--- src/rtl/psum_accumulator.sv ---
// psum_accumulator: accumulates Tout signed partial-sum lanes over a configurable number of
// input-channel tiles and emits the completed sums on a registered valid/ready output.
// Optional build macro PSUM_ACC_SAT_EN: saturating accumulation plus an o_sat flag port;
// without it, lanes wrap in two's complement and o_sat does not exist.
module psum_accumulator #(
  parameter int unsigned Tout   = 8,
  parameter int unsigned IN_DW  = 20,
  parameter int unsigned ACC_DW = 32,
  parameter int unsigned CNT_W  = 10
) (
  input  logic                   clk,
  input  logic                   rst,
  input  logic [CNT_W-1:0]       cfg_tiles,
  input  logic                   i_flush,
  input  logic                   i_vld,
  output logic                   i_rdy,
  input  logic [IN_DW*Tout-1:0]  i_dat,
  output logic                   o_vld,
  input  logic                   o_rdy,
  output logic [ACC_DW*Tout-1:0] o_dat
`ifdef PSUM_ACC_SAT_EN
  ,
  output logic                   o_sat
`endif
);

  localparam logic [0:0] IDLE  = 1'b0;
  localparam logic [0:0] ACCUM = 1'b1;

`ifdef PSUM_ACC_SAT_EN
  localparam logic [ACC_DW-1:0] AccMax = {1'b0, {(ACC_DW-1){1'b1}}};
  localparam logic [ACC_DW-1:0] AccMin = {1'b1, {(ACC_DW-1){1'b0}}};
`endif

  logic [0:0]             state_q;
  logic [CNT_W-1:0]       cnt_q;
  logic [CNT_W-1:0]       n_q;
  logic [CNT_W-1:0]       n_cur;
  logic [ACC_DW*Tout-1:0] acc_q;
  logic [ACC_DW*Tout-1:0] sum_flat;
  logic                   first;
  logic                   accept;
  logic                   last;
`ifdef PSUM_ACC_SAT_EN
  logic [Tout-1:0]        lane_sat;
  logic                   sat_q;
  logic                   grp_sat;
`endif

  // Input handshake: free slot when no result is pending or it leaves this cycle.
  assign i_rdy  = ~rst & (~o_vld | o_rdy);
  assign accept = i_vld & i_rdy;
  assign first  = (state_q == IDLE);

  // Group length: latch cfg_tiles on the first beat, otherwise use the latched value.
  always_comb begin
    n_cur = n_q;
    if (first) begin
      n_cur = (cfg_tiles == '0) ? CNT_W'(1) : cfg_tiles;
    end
    last = (cnt_q == n_cur - CNT_W'(1));
  end

  // Per-lane sign extension and accumulate; the first beat of a group loads directly.
  always_comb begin
    logic signed [ACC_DW-1:0] ext_l;
    logic signed [ACC_DW-1:0] acc_l;
`ifdef PSUM_ACC_SAT_EN
    logic        [ACC_DW:0]   wide;
    wide     = '0;
    lane_sat = '0;
`endif
    ext_l    = '0;
    acc_l    = '0;
    sum_flat = '0;
    for (int k = 0; k < int'(Tout); k++) begin
      ext_l = ACC_DW'(signed'(i_dat[k*IN_DW +: IN_DW]));
      acc_l = signed'(acc_q[k*ACC_DW +: ACC_DW]);
`ifdef PSUM_ACC_SAT_EN
      // One extra bit exposes overflow: top two bits disagree when out of range.
      wide = {acc_l[ACC_DW-1], acc_l} + {ext_l[ACC_DW-1], ext_l};
      if (first) begin
        sum_flat[k*ACC_DW +: ACC_DW] = ext_l;
      end else if (wide[ACC_DW] != wide[ACC_DW-1]) begin
        sum_flat[k*ACC_DW +: ACC_DW] = wide[ACC_DW] ? AccMin : AccMax;
        lane_sat[k] = 1'b1;
      end else begin
        sum_flat[k*ACC_DW +: ACC_DW] = wide[ACC_DW-1:0];
      end
`else
      sum_flat[k*ACC_DW +: ACC_DW] = first ? ext_l : acc_l + ext_l;
`endif
    end
  end

`ifdef PSUM_ACC_SAT_EN
  // Sticky group status restarts with each new group.
  assign grp_sat = (first ? 1'b0 : sat_q) | (|lane_sat);
`endif

  // Group FSM, accumulators and registered result.
  always_ff @(posedge clk) begin
    if (rst) begin
      state_q <= IDLE;
      cnt_q   <= '0;
      n_q     <= '0;
      acc_q   <= '0;
      o_vld   <= 1'b0;
      o_dat   <= '0;
`ifdef PSUM_ACC_SAT_EN
      sat_q   <= 1'b0;
      o_sat   <= 1'b0;
`endif
    end else begin
      if (o_vld && o_rdy) begin
        o_vld <= 1'b0;
`ifdef PSUM_ACC_SAT_EN
        o_sat <= 1'b0;
`endif
      end
      if (i_flush) begin
        // Any beat accepted alongside a flush is dropped; a pending result survives.
        state_q <= IDLE;
        cnt_q   <= '0;
`ifdef PSUM_ACC_SAT_EN
        sat_q   <= 1'b0;
`endif
      end else if (accept) begin
        if (last) begin
          o_vld   <= 1'b1;
          o_dat   <= sum_flat;
          state_q <= IDLE;
          cnt_q   <= '0;
`ifdef PSUM_ACC_SAT_EN
          o_sat   <= grp_sat;
          sat_q   <= 1'b0;
`endif
        end else begin
          acc_q   <= sum_flat;
          cnt_q   <= cnt_q + CNT_W'(1);
          state_q <= ACCUM;
          if (first) begin
            n_q <= n_cur;
          end
`ifdef PSUM_ACC_SAT_EN
          sat_q   <= grp_sat;
`endif
        end
      end
    end
  end

endmodule

--- config.mk ---
export PLATFORM = sky130hd
export DESIGN_NAME = psum_accumulator
export DESIGN_NICKNAME = d
export VERILOG_FILES = /design/src/rtl/psum_accumulator.sv
export SDC_FILE = /design/constraint.sdc
export NUM_CORES = 2
export LEC_CHECK = 0
export CAP_MARGIN = 20
export CORE_MARGIN = 5
export CORE_UTILIZATION = 45
export DETAILED_ROUTE_END_ITERATION = 8
export PLACE_DENSITY = 0.65
export RECOVER_POWER = 50
export SYNTH_ARGS = -nofsm -noshare
export SYNTH_HDL_FRONTEND = slang
export SYNTH_SLANG_ARGS = --single-unit
--- constraint.sdc ---
create_clock -name clk -period 4.7 [get_ports clk]
set_input_delay 1.175 -clock clk [delete_from_list [all_inputs] [get_ports clk]]
set_output_delay 1.175 -clock clk [all_outputs]
set_load 0.01 [all_outputs]
==> run_results.csv <==
group,metric,value,unit
power,irDropWorstVdd,456,uV
synthesis,syn_inst,3984,
global_route,grt_pass1_vias,28800,
clock_network,htree_num_levels,2,
timing,max_freq,0.234,GHz
clock_network,cts_sinks,534,
place,placed_cells,5274,
synthesis,synth_top_family_by_area,"compound AO/OA/AOI/OAI gates",
global_route,grt_max_degree,93,
finish,mostFrequentLayoutCells,"637 x nor2_1, 533 x dfxtp_1, 378 x a211oi_1",
synthesis,syn_nets,4417,
clock_network,cts_buffer_depth,3,
finish,drive_above_1_share,0.0663,
synthesis,synthMuxAreaShare,0.0413,
critical_path,crit_required,5.24,ns
clock_network,root_buffer,"clkbuf_16",
synthesis,synthSimpleGateAreaFrac,0.152,
finish,layoutNonFillerInstCount,5386,
clock_network,cts_tree,"yes",
power,internal-power,8.42,mW
drt,drt-total-wl,95700,microns
clock_network,cts_setup_buffers,0,
critical_path,crit_start,"cfg_tiles[4]",
timing,fin_crit_sh,0.909,
power,p_clk_frac,0.415,
synthesis,synth.avg_cell_area,8.21,sq um
critical_path,cp-end-kind,"register",
clock_network,cts_hold_buffers,0,
clock_network,insertion_delay,0.62,ns
place,dpl.hpwl,69200,microns
drt,drt_iter0_markers,1572,
synthesis,yosys_warnings,0,
floorplanning,die_width,280,microns
drt,drt-vias-per-instance,5.57,
place,pre_cts_slack,-0.135,ns
drt,num_vias,30000,
finish,layout_commonest_cell,"nor2_1",
synthesis,ys_ff_latch,534,
status,outcome,"finished, final reports clean",
place,place.gp.congestion,0.892,
floorplanning,dieArea,78200,sq um
synthesis,synth_cell_types,89,
synthesis,synth-adder-area-share,0.101,
drt,antenna_left,0,
clock_network,cts_buffers,60,
synthesis,synth-compound-area-share,0.279,
timing,slew_headroom,0.283,
global_route,grt_first_pass_wirelength,154000,microns
synthesis,postSynth.asyncResetShare,0,
timing,rsz0062_at_grt,"false",
critical_path,crit_path_end,"o_dat[25]$_SDFFE_PP0P_",
power,swShare,0.278,
finish,post-route-util,0.565,
power,p_switching,3.25,mW
critical_path,r2r-start,"state_q$_SDFFE_PP0P_",
clock_network,ctsResizeCount,0,
critical_path,reg2regPathDepth,12,
drt,drc,0,
critical_path,critical_path_arrival,4.81,ns
power,power.static_leakage,17.0,nW
synthesis,syn-cell-area,32700,sq um
floorplanning,core,71700,sq um
finish,fin_nets,4819,
synthesis,synthXorXnorAreaFrac,0.0586,
critical_path,worstReg2RegEnd,"o_dat[25]$_SDFFE_PP0P_",
floorplanning,pin_count,433,
power,power_density,288,nW/um^2
critical_path,reg2reg_slack,0.96,ns
critical_path,crit_type,"in2reg",
drt,wl_per_cell,17.8,microns
floorplanning,rows,98,
timing,fin_ws,0.428,ns
worst_hold_path,holdCritPathClass,"reg2reg",
worst_hold_path,worstHoldStart,"o_dat[107]$_SDFFE_PP0P_",
global_route,grt_overflow,0,
global_route,antenna_found_initial,2,
synthesis,yosysSeqAreaShare,0.327,
timing,finClkSkew,0.0219,ns
power,combPwrFrac,0.181,
timing,period_needed,4.27,ns
critical_path,cp_max_fo,6,
place,port_buffers,432,
power,pwr-share-seq,0.404,
timing,slew_violations,0,
critical_path,critPathLaunchType,"input port",
timing,worst_pin_slew,1.08,ns
timing,finalSetupViolations,0,
floorplanning,initial_core_util,0.456,
timing,finalHoldViolations,0,
synthesis,ys.flop_type,"dfxtp_1",
finish,syn_to_final_growth,24.0,%
flow_run,cap_viol_max_count,0,
drt,drtPass1Iterations,6,
global_route,grt_use_total,0.234,
clock_network,clk_pin_slew_worst_paths,0.07,ns
floorplanning,die_h,280,microns
synthesis,synth_edf_count,0,
[worst max-delay path, cell delays in order]
cell	delay, ns
clkdlybuf4s50_1	0.42
nor4_1	0.38
a311oi_1	0.20
or2_0	0.28
ha_1	0.27
xor2_1	0.17
xnor2_1	0.13
nor3_1	0.22
nand4_1	0.17
or4_1	0.49
nor2_1	0.24
clkbuf_1	0.36
nor2_1	0.07
a211oi_1	0.23
[kinds of logic after synthesis]
kind of cell             Yosys count
buffers and inverters            315
XOR/XNOR                         219
AND/OR/NAND/NOR                 1144
multiplexers                     132
AO/OA/AOI/OAI                   1382
flip-flops                       534
adder cells (fa/ha/maj)          258
[metrics by stage]
| step | setup TNS [ns] | power, mW | hold slack [ns] | instance area, sq um |
|---|---|---|---|---|
| 2_1_floorplan | 0 | 6.30 | 0.440 | 32700 |
| 3_3_place_gp | -4.28 | 6.90 | 0.439 | 38600 |
| 6_report | 0 | 11.7 | 0.448 | 40500 |
| 3_5_place_dp | -11.76 | 6.91 | 0.444 | 38600 |
| 4_1_cts | 0 | 11.8 | 0.452 | 40600 |
| 5_1_grt | 0 | 12.2 | 0.464 | 40500 |
[Yosys cell counts (23+ instances only)]
master | n | area share
a211oi_1 | 378 | 0.087
clkbuf_1 | 124 | 0.014
xnor2_1 | 146 | 0.039
buf_2 | 74 | 0.011
o21a_1 | 45 | 0.010
o21ai_0 | 194 | 0.030
a21oi_1 | 361 | 0.055
nand2b_1 | 35 | 0.0067
nor2b_1 | 39 | 0.0075
o21bai_1 | 29 | 0.0067
nor3_1 | 83 | 0.013
nand3_1 | 38 | 0.0058
xor2_1 | 73 | 0.020
dfxtp_1 | 534 | 0.33
nor2_1 | 636 | 0.073
mux2_2 | 23 | 0.0079
a21o_1 | 153 | 0.035
nand2_1 | 206 | 0.024
inv_1 | 85 | 0.0098
a31oi_1 | 35 | 0.0067
ha_1 | 250 | 0.096
mux2i_1 | 109 | 0.033
[sequential cells by signal (all words and copies together), names as in the netlist]
register and flops:
acc_q 256, o_dat 256, cnt_q 10, n_q 10, o_vld 1, state_q 1
[cell type report]
cell class	count	area, sq um
fill	6635	31200
multi-input combinational	3135	20600
sequential	534	10700
timing repair buffer	569	5670
clock buffer	83	1730
tap	950	1190
inverter	86	327
clock inverter	28	304
antenna	1	2.50
[power groups by stage]
stage	Sequential, mW	Combinational (mW)	Clock (mW)
6_report	4.72	2.12	4.84
5_1_grt	4.73	2.37	5.14
4_1_cts	4.72	2.12	4.97
3_5_place_dp	4.82	2.10	0
3_3_place_gp	4.81	2.09	0
2_1_floorplan	4.79	1.51	0
[worst min path at each step]
stage | slack (ns) | endpoint | cells after the start
CTS | 0.45 | o_dat[107]$_SDFFE_PP0P_ | 2
floorplan | 0.44 | acc_q[118]$_SDFFE_PP0P_ | 2
global route | 0.46 | o_dat[107]$_SDFFE_PP0P_ | 2
detailed placement | 0.44 | o_dat[107]$_SDFFE_PP0P_ | 2
global placement | 0.44 | o_dat[148]$_SDFFE_PP0P_ | 2
finish | 0.45 | o_dat[107]$_SDFFE_PP0P_ | 2
[layer usage]
metal  track usage  vias to the layer above  wire [microns]
li1              -                    15400               -
met1         0.315                    13900           43700
met2         0.399                      623           45200
met3        0.0389                      108            4940
met4        0.0507                        0            1820
met5             0                        -               0
No activity file was read; power rests on OpenSTA's default activity.
